===== src/rtl/cpu_debug_sequencer_pkg.sv =====
// Shared types and constants for the CPU debug sequencer: FSM state encoding and the
// register-dump order table.
package cpu_dbg_pkg;

  typedef enum logic [2:0] {
    StIdle,
    StStep,
    StRun,
    StDumpSel,
    StDumpCap,
    StDumpOut
  } dbg_state_e;

  localparam int unsigned DUMP_LEN = 18;

  // Entry 0 sits in the least-significant slot: 16..23, 8..15, 24, 25.
  localparam logic [DUMP_LEN-1:0][4:0] DUMP_ORDER = {
    5'd25, 5'd24,
    5'd15, 5'd14, 5'd13, 5'd12, 5'd11, 5'd10, 5'd9,  5'd8,
    5'd23, 5'd22, 5'd21, 5'd20, 5'd19, 5'd18, 5'd17, 5'd16
  };

  localparam logic [4:0] DUMP_LAST = 5'(DUMP_LEN - 1);

  function automatic logic [4:0] dump_order(input logic [4:0] i);
    return DUMP_ORDER[i];
  endfunction

endpackage


===== src/rtl/cpu_debug_sequencer_if.sv =====
// Register-read port and dump output stream between the debug sequencer (master) and the
// CPU register file / dump consumer (slave).
interface cpu_debug_sequencer_if;
  logic [4:0]  switch_select;
  logic [31:0] reg_read_data_1;
  logic [31:0] dump_data;
  logic [4:0]  dump_idx;
  logic        dump_valid;
  logic        dump_ready;

  modport master (
    output switch_select,
    input  reg_read_data_1,
    output dump_data,
    output dump_idx,
    output dump_valid,
    input  dump_ready
  );

  modport slave (
    input  switch_select,
    output reg_read_data_1,
    input  dump_data,
    input  dump_idx,
    input  dump_valid,
    output dump_ready
  );
endinterface


===== src/rtl/cpu_debug_sequencer_switch_debounce.sv =====
// Two-flop synchronizer plus counting debouncer for the raw run/step button; emits the
// filtered level and a one-cycle pulse on each accepted rising edge.
module switch_debounce #(
  parameter int unsigned DEBOUNCE_CYCLES = 16
) (
  input  logic clk_i,
  input  logic rst_i,
  input  logic switch_i,
  output logic level_o,
  output logic rise_o
);

  localparam int unsigned CntW = (DEBOUNCE_CYCLES > 1) ? $clog2(DEBOUNCE_CYCLES) : 1;
  localparam logic [CntW-1:0] CntMax = CntW'(DEBOUNCE_CYCLES - 1);

  logic            sync1_q, sync2_q;
  logic            level_q, level_d;
  logic            rise_q, rise_d;
  logic [CntW-1:0] cnt_q, cnt_d;

  always_ff @(posedge clk_i or posedge rst_i) begin
    if (rst_i) begin
      sync1_q <= 1'b0;
      sync2_q <= 1'b0;
      level_q <= 1'b0;
      rise_q  <= 1'b0;
      cnt_q   <= '0;
    end else begin
      sync1_q <= switch_i;
      sync2_q <= sync1_q;
      level_q <= level_d;
      rise_q  <= rise_d;
      cnt_q   <= cnt_d;
    end
  end

  // Any sample that agrees with the accepted level restarts the stability count.
  always_comb begin
    level_d = level_q;
    rise_d  = 1'b0;
    cnt_d   = cnt_q;
    if (sync2_q == level_q) begin
      cnt_d = '0;
    end else if (cnt_q == CntMax) begin
      level_d = sync2_q;
      rise_d  = sync2_q;
      cnt_d   = '0;
    end else begin
      cnt_d = cnt_q + 1'b1;
    end
  end

  assign level_o = level_q;
  assign rise_o  = rise_q;

endmodule


===== src/rtl/cpu_debug_sequencer.sv =====
// Debug sequencer: single-step / continuous CPU advance and an 18-word register dump stream.
// Optional step counter enabled by defining DBG_STEP_COUNT_EN.
module cpu_debug_sequencer
  import cpu_dbg_pkg::*;
#(
  parameter int unsigned DEBOUNCE_CYCLES = 16
) (
  input  logic        fastclk,
  input  logic        reset,
  input  logic        switch_run,
  input  logic        run_mode,
  input  logic        dump_req,
  output logic        cpu_step_en,
  output logic        busy,
  output logic [15:0] step_count,
  cpu_debug_sequencer_if.master dbg_if
);

  dbg_state_e  state_q, state_d;
  logic        pending_q, pending_d;
  logic [4:0]  idx_q, idx_d;
  logic [4:0]  sel_q, sel_d;
  logic [31:0] data_q, data_d;
  logic [4:0]  didx_q, didx_d;
  logic        step_en;
  logic        sw_level, sw_rise;

  switch_debounce #(
    .DEBOUNCE_CYCLES(DEBOUNCE_CYCLES)
  ) u_switch_debounce (
    .clk_i   (fastclk),
    .rst_i   (reset),
    .switch_i(switch_run),
    .level_o (sw_level),
    .rise_o  (sw_rise)
  );

  always_ff @(posedge fastclk or posedge reset) begin
    if (reset) begin
      state_q   <= StIdle;
      pending_q <= 1'b0;
      idx_q     <= 5'd0;
      sel_q     <= 5'd0;
      data_q    <= 32'd0;
      didx_q    <= 5'd0;
    end else begin
      state_q   <= state_d;
      pending_q <= pending_d;
      idx_q     <= idx_d;
      sel_q     <= sel_d;
      data_q    <= data_d;
      didx_q    <= didx_d;
    end
  end

  always_comb begin
    state_d   = state_q;
    pending_d = pending_q;
    idx_d     = idx_q;
    sel_d     = sel_q;
    data_d    = data_q;
    didx_d    = didx_q;
    step_en   = 1'b0;

    // A single flag: edges arriving while it is already set are simply absorbed.
    if (sw_rise && sw_level) begin
      pending_d = 1'b1;
    end

    unique case (state_q)
      StIdle: begin
        if (dump_req) begin
          state_d = StDumpSel;
        end else if (pending_q && !run_mode) begin
          state_d = StStep;
        end else if (run_mode) begin
          state_d = StRun;
        end
      end
      StStep: begin
        step_en   = 1'b1;
        pending_d = 1'b0;
        state_d   = StIdle;
      end
      StRun: begin
        if (dump_req) begin
          state_d = StDumpSel;
        end else begin
          step_en = 1'b1;
          if (!run_mode) begin
            state_d = StIdle;
          end
        end
      end
      StDumpSel: begin
        state_d = StDumpCap;
      end
      StDumpCap: begin
        data_d  = dbg_if.reg_read_data_1;
        didx_d  = dump_order(idx_q);
        state_d = StDumpOut;
      end
      StDumpOut: begin
        if (dbg_if.dump_ready) begin
          if (idx_q == DUMP_LAST) begin
            idx_d   = 5'd0;
            state_d = StIdle;
          end else begin
            idx_d   = idx_q + 5'd1;
            state_d = StDumpSel;
          end
        end
      end
      default: begin
        state_d = StIdle;
      end
    endcase

    // Select is launched on entry to DUMP_SEL so the read port settles for a full cycle.
    if (state_d == StDumpSel) begin
      sel_d = dump_order(idx_d);
    end
  end

  assign cpu_step_en          = step_en;
  assign busy                 = (state_q != StIdle);
  assign dbg_if.switch_select = sel_q;
  assign dbg_if.dump_data     = data_q;
  assign dbg_if.dump_idx      = didx_q;
  assign dbg_if.dump_valid    = (state_q == StDumpOut);

`ifdef DBG_STEP_COUNT_EN
  logic [15:0] step_cnt_q;

  always_ff @(posedge fastclk or posedge reset) begin
    if (reset) begin
      step_cnt_q <= 16'h0000;
    end else if (step_en) begin
      step_cnt_q <= step_cnt_q + 16'h0001;
    end
  end

  assign step_count = step_cnt_q;
`else
  assign step_count = 16'h0000;
`endif

endmodule


===== src/flat_wrapper.sv =====
// flat-port wrapper written by rule: the top's interface ports become plain ports
module cpu_debug_sequencer_flat import cpu_dbg_pkg::*;
#(
  parameter int unsigned DEBOUNCE_CYCLES = 16
)
  (fastclk, reset, switch_run, run_mode, dump_req, cpu_step_en, busy, step_count, dbg_if_switch_select, dbg_if_reg_read_data_1, dbg_if_dump_data, dbg_if_dump_idx, dbg_if_dump_valid, dbg_if_dump_ready);
  cpu_debug_sequencer_if dbg_if_i ();
  input  logic fastclk;
  input  logic reset;
  input  logic switch_run;
  input  logic run_mode;
  input  logic dump_req;
  output logic cpu_step_en;
  output logic busy;
  output logic [15:0] step_count;
  output wire logic [$bits(dbg_if_i.switch_select)-1:0] dbg_if_switch_select;
  input wire logic [$bits(dbg_if_i.reg_read_data_1)-1:0] dbg_if_reg_read_data_1;
  output wire logic [$bits(dbg_if_i.dump_data)-1:0] dbg_if_dump_data;
  output wire logic [$bits(dbg_if_i.dump_idx)-1:0] dbg_if_dump_idx;
  output wire logic [$bits(dbg_if_i.dump_valid)-1:0] dbg_if_dump_valid;
  input wire logic [$bits(dbg_if_i.dump_ready)-1:0] dbg_if_dump_ready;
  assign dbg_if_switch_select = dbg_if_i.switch_select;
  assign dbg_if_i.reg_read_data_1 = dbg_if_reg_read_data_1;
  assign dbg_if_dump_data = dbg_if_i.dump_data;
  assign dbg_if_dump_idx = dbg_if_i.dump_idx;
  assign dbg_if_dump_valid = dbg_if_i.dump_valid;
  assign dbg_if_i.dump_ready = dbg_if_dump_ready;
  cpu_debug_sequencer #(.DEBOUNCE_CYCLES(DEBOUNCE_CYCLES)) u_core (.fastclk(fastclk), .reset(reset), .switch_run(switch_run), .run_mode(run_mode), .dump_req(dump_req), .cpu_step_en(cpu_step_en), .busy(busy), .step_count(step_count), .dbg_if(dbg_if_i));
endmodule

===== config.mk =====
export PLATFORM = sky130hd
export DESIGN_NAME = cpu_debug_sequencer_flat
export DESIGN_NICKNAME = d
export VERILOG_FILES = /design/src/rtl/cpu_debug_sequencer_pkg.sv /design/src/rtl/cpu_debug_sequencer_if.sv /design/src/rtl/cpu_debug_sequencer_switch_debounce.sv /design/src/rtl/cpu_debug_sequencer.sv /design/src/flat_wrapper.sv
export SDC_FILE = /design/constraint.sdc
export NUM_CORES = 1
export LEC_CHECK = 0
export ABC_AREA = 1
export CAP_MARGIN = 5
export CORE_UTILIZATION = 44
export CTS_CLUSTER_SIZE = 14
export DETAILED_ROUTE_END_ITERATION = 12
export PLACE_DENSITY = 0.8
export SYNTH_ARGS = -nofsm -noshare
export SYNTH_HDL_FRONTEND = slang
export SYNTH_SLANG_ARGS = --single-unit

===== constraint.sdc =====
create_clock -name fastclk -period 2 [get_ports fastclk]
set_input_delay 0.2 -clock fastclk [delete_from_list [all_inputs] [get_ports fastclk]]
set_output_delay 0.2 -clock fastclk [all_outputs]
set_load 0.1 [all_outputs]

# Word level (Yosys, flattened, before mapping)
# Memory sizes are Yosys's and may differ from the RTL's. A register that Yosys moved wholly into a read port is not among the register bits.
# Cells that the tools add are included.
# totals
mem_bits_rw	0
mem_bits_ro	320
latchBits	0
reg_bits	49
memories	2
word_cells	49
out_inout_bits	61
inputBits	38
# op_classes
n_reduce_logical	7
multipliers	0
mux	19
n_div	0
n_eq_ne	9
shift	0
n_addsub	2
magnitude_cmp	0
n_bitwise	1
# memory_table
memory	words	word_bits	rd	rd_clocked_by_memory_dff	write_ports	line_no	rtl
(no name shown)	32	5	1	1	0	cpu_debug_sequencer_pkg.sv:26	return DUMP_ORDER[i];
(no name shown)	32	5	1	1	0	cpu_debug_sequencer_pkg.sv:26	
# ops
cell	count
3-bit two-way mux	6
5-bit two-way mux	3
3-bit one-hot mux with 5 select lines	1
3-bit by 2-bit equality test with 1-bit output (second input constant)	3
4-bit two-way mux	2
3-bit equality test (second input constant)	2
5-bit by 1-bit adder with 5-bit output (second input constant)	1
5-bit equality test (second input constant)	1
1-bit two-way mux	5
4-bit by 1-bit adder with 4-bit output (second input constant)	1
4-bit equality test (second input constant)	1
3-bit by 1-bit equality test with 1-bit output (second input constant)	1
3-bit zero test	1
3-bit nonzero test	1
1-bit logical AND	2
2-bit two-way mux	1
1-bit one-hot mux with 2 select lines	1
2-bit AND reduction	1
2-bit nonzero test	1
1-bit equality test	1
1-bit zero test	1
1-bit NOT	1

# Depth between registers and ports, before layout
# depth
word_depth	6
depth_mapped	11
ltp_nobuf	11

# By module
# A second synthesis with hierarchy kept.
# unflattened
hier_cells	316
area_unflattened_um2	2643.8
# by_module_without_submodules
module	n_inst	cells_each	seq_area_each_um2	area_per_inst_um2
cpu_debug_sequencer	1	282	1276.2	2316.0
switch_debounce	1	34	200.2	327.8

# Least setup slack after synthesis
# Ideal clock, no wire load.
# synth_timing
path_kind	reg2out
from	register u_core.state_q[2]
to	output port cpu_step_en
required_time_ps	1800
path_buffers	0
path_slack_ps	-921
stages_incl_launch_ff	4
t_arrival_ps	2721
cell_sequence	dfrtp_1 inv_2 nand3_1 o21ai_0
# synth_between
elab_chain_len	2
# synth_rtl
element	line_no	rtl
start: declaration	cpu_debug_sequencer.sv:19	dbg_state_e state_q, state_d;
start signal: assignment	cpu_debug_sequencer.sv:40	state_q <= StIdle;
start signal: assignment	cpu_debug_sequencer.sv:47	state_q <= state_d;
3-bit by 2-bit equality test with 1-bit output or 3-bit by 1-bit equality test with 1-bit output (tied branches)	cpu_debug_sequencer.sv:70	unique case (state_q)
1-bit one-hot mux with 2 select lines (*)	cpu_debug_sequencer.sv:70	
end: declaration	flat_wrapper.sv:13	output logic cpu_step_en;
# Mark *: on every way between the ends. The rest lies on a longest branch, timed or not.

# Final worst setup path
# layout_timing
from	register u_core.state_q[0]
to	output port busy
# layout_between
elab_chain_len	1
# layout_rtl
element	line_no	rtl
3-bit nonzero test	cpu_debug_sequencer.sv:126	assign busy = (state_q != StIdle);
end: declaration	flat_wrapper.sv:14	output logic busy;
# No other way between the ends.

==> flow_summary.ini <==
[worst_setup_path]
crit_fanout = 7
arrival_ns = 1.44
rr_worst_depth = 5
criticalPathCategory = reg -> out
cp_data_required_time_ns = 1.80
rr_startpoint = u_core.state_q[1]
rr_endpoint = u_core.dbg_if.dump_idx[2]
cp-endpoint = busy
crit_path_end_kind = primary output
critPathLaunch = u_core.state_q[0]
cp-start-kind = flop
regToRegSetupSlack_ns = 0.48

[synthesis]
synth_top_area_cell = dfrtp_1
synth_cell_types = 24
synthFlopType = dfrtp_1
yosys.area_share.adder_pct = 1.437
synth_common_cells = nand2_1, dfrtp_1, inv_1, buf_4, nor2_1
yosys_warnings = 0
synthTopCellsByArea = dfrtp_1, nand2_1, buf_4, inv_1, nand3_1
synth-seq-cells = 59
synth_top_family_by_area = simple AND/OR/NAND/NOR gates
synth_xor_area_share_pct = 0.6708
async_reset_ff_share_pct = 100.0
synth_cells = 305
syn-cell-area_sq_mm = 0.002611
ys_seq_area_share_pct = 56.54
synth_edf_count = 0
yosysMostFrequentCell = nand2_1
synth_mux_area_share_pct = 0
synth_area_per_cell_sq_um = 8.561
synth_compound_area_share_pct = 3.785
yosys.area_share.simple_pct = 27.17
yosys.area.top_type_share_pct = 56.54

[grt]
grt_pass1_vias = 2006
antenna_found_initial = 0
grt_pass1_wl_um = 8887
grt_max_degree = 60
grtUsageTotal_pct = 18.53
grt_overflow = 0

[die]
die_x_um = 79.04
core_area_sq_mm = 0.005608
io_pins = 99
fp.dieArea_sq_mm = 0.006247
rows = 27
dieHeight_um = 79.04
start_util_pct = 46.56

[cts]
insertion_delay_ns = 0.32
htree_levels = 3
cts_tree = built
post-cts-setup-buffer-count = 0
cts_root_buf = clkbuf_8
cts_resized = 0
cts_buffers = 9
path_clk_slew_ns = 0.06
ctsHoldBuffers = 0
clk_path_buf_depth = 2
cts.sinks = 59

[timing]
slew_headroom_pct = 60.03
tns_ns = 0
min_period_over_period_pct = 81.80
slew_violations = 0
clock.fmax_mhz = 611.2
hold_ws_ns = 0.2473
hold_viol = 0
tightest_slew_ns = 0.5987
rsz0062_at_grt = false
finClkSkew_ns = 0.006397
finalSetupViolCount = 0
fin_crit_ns = 1.636

[detailed_routing]
via_count = 2130
routed_wl_um = 5397
drt-initial-drc-count = 89
antenna_left = 0
avgViaCountPerCell = 4.551
drcViolationCount = 0
dr.pass1.iters = 4
routedWlPerCell_um = 11.53

[layout]
area_delta_synth_final_pct = 35.89
num_antenna_cells = 0
final_cell_area_sq_mm = 0.003548
fin_nets = 433
nFillCells = 488
drive_gt1_share_pct = 19.19

[placed_design]
placed_area_sq_mm = 0.003354
port_buffers = 82
dp_hpwl_um = 3833
place.gp.congestion = 0.7676

[status]
status = finished, final reports clean

[hold_path]
hold_class = in -> async

[job]
maxCapViolations = 0
[how the worst min path moves through the flow]
stage | slack, ns | end | start | cells past startpoint
floorplan | 0.23 | u_core.u_switch_debounce.sync1_q | switch_run | 0
global placement | 0.34 | u_core.u_switch_debounce.sync2_q | u_core.u_switch_debounce.sync1_q | 0
detailed placement | 0.33 | u_core.u_switch_debounce.sync2_q | u_core.u_switch_debounce.sync1_q | 0
CTS | 0.26 | u_core.dbg_if.dump_data[12] | reset | 3
global route | 0.29 | u_core.dbg_if.dump_data[5] | reset | 3
finish | 0.25 | u_core.dbg_if.dump_data[5] | reset | 3
[metrics by stage]
step	setup WS (ns)	util [%]	instances
2_1_floorplan	0.3016	-	320
3_3_place_gp	0.4413	59.82	453
3_5_place_dp	0.3978	59.82	453
4_1_cts	0.3635	63.28	468
5_1_grt	0.2126	63.28	468
6_report	0.3639	63.28	468
[registers in the layout (all words and copies together) (netlist names)]
name	cells
u_core.dbg_if.dump_data	32
u_core.dbg_if.dump_idx	5
u_core.dbg_if.switch_select	5
u_core.idx_q	5
u_core.u_switch_debounce.cnt_q	4
u_core.state_q	3
u_core.pending_q	1
u_core.u_switch_debounce.level_o	1
u_core.u_switch_debounce.rise_o	1
u_core.u_switch_debounce.sync1_q	1
u_core.u_switch_debounce.sync2_q	1
[cells by family (layout without fill, tap and decap cells)]
logic type / Yosys count / after routing
adder cells (fa/ha/maj): 3 / 3
XOR/XNOR: 2 / 2
AO/OA/AOI/OAI: 17 / 17
buffers and inverters: 48 / 124
other: 1 / 16
flip-flops: 59 / 59
AND/OR/NAND/NOR: 175 / 175
[per-layer routing]
metal  wire length (um)  track usage, %  vias up
li1                   -               -     1073
met1               2368           23.12      969
met2               2625           31.12       76
met3                317           3.908       12
met4                 86           7.818        0
met5                  0               0        -
[final cells by class]
cell class / count / area, sq um / share of cell area [%]
Tap cell: 72 / 90.09 / 2.539
Sequential cell: 59 / 1476 / 41.61
Inverter: 24 / 90.09 / 2.539
Multi-Input combinational cell: 213 / 929.6 / 26.20
Clock inverter: 2 / 35.03 / 0.9873
Timing Repair Buffer: 85 / 768.2 / 21.65
Clock buffer: 13 / 158.9 / 4.478
[layout by cell type (no fill, tap or decap), drive strengths merged]
master	synthesis	routed
a21oi	2	2
a31oi	2	2
and2	2	2
buf	24	48
bufinv	0	1
clkbuf	0	13
clkdlybuf4s50	0	37
clkinv	0	1
conb	1	16
dfrtp	59	59
ha	3	3
inv	24	24
nand2	142	142
nand3	13	13
nor2	16	16
nor3	1	1
o21ai	10	10
o31ai	3	3
or2	1	1
xor2	2	2
[critical path, cell delays in order (launching register included)]
cell and delay, ns:
dfrtp_1 0.46, nor3_1 0.34, inv_1 0.07, buf_4 0.24
Power is left out: the tool's default activity adds up to more than one toggle a clock period on the data nets, which glitch-free logic cannot reach.
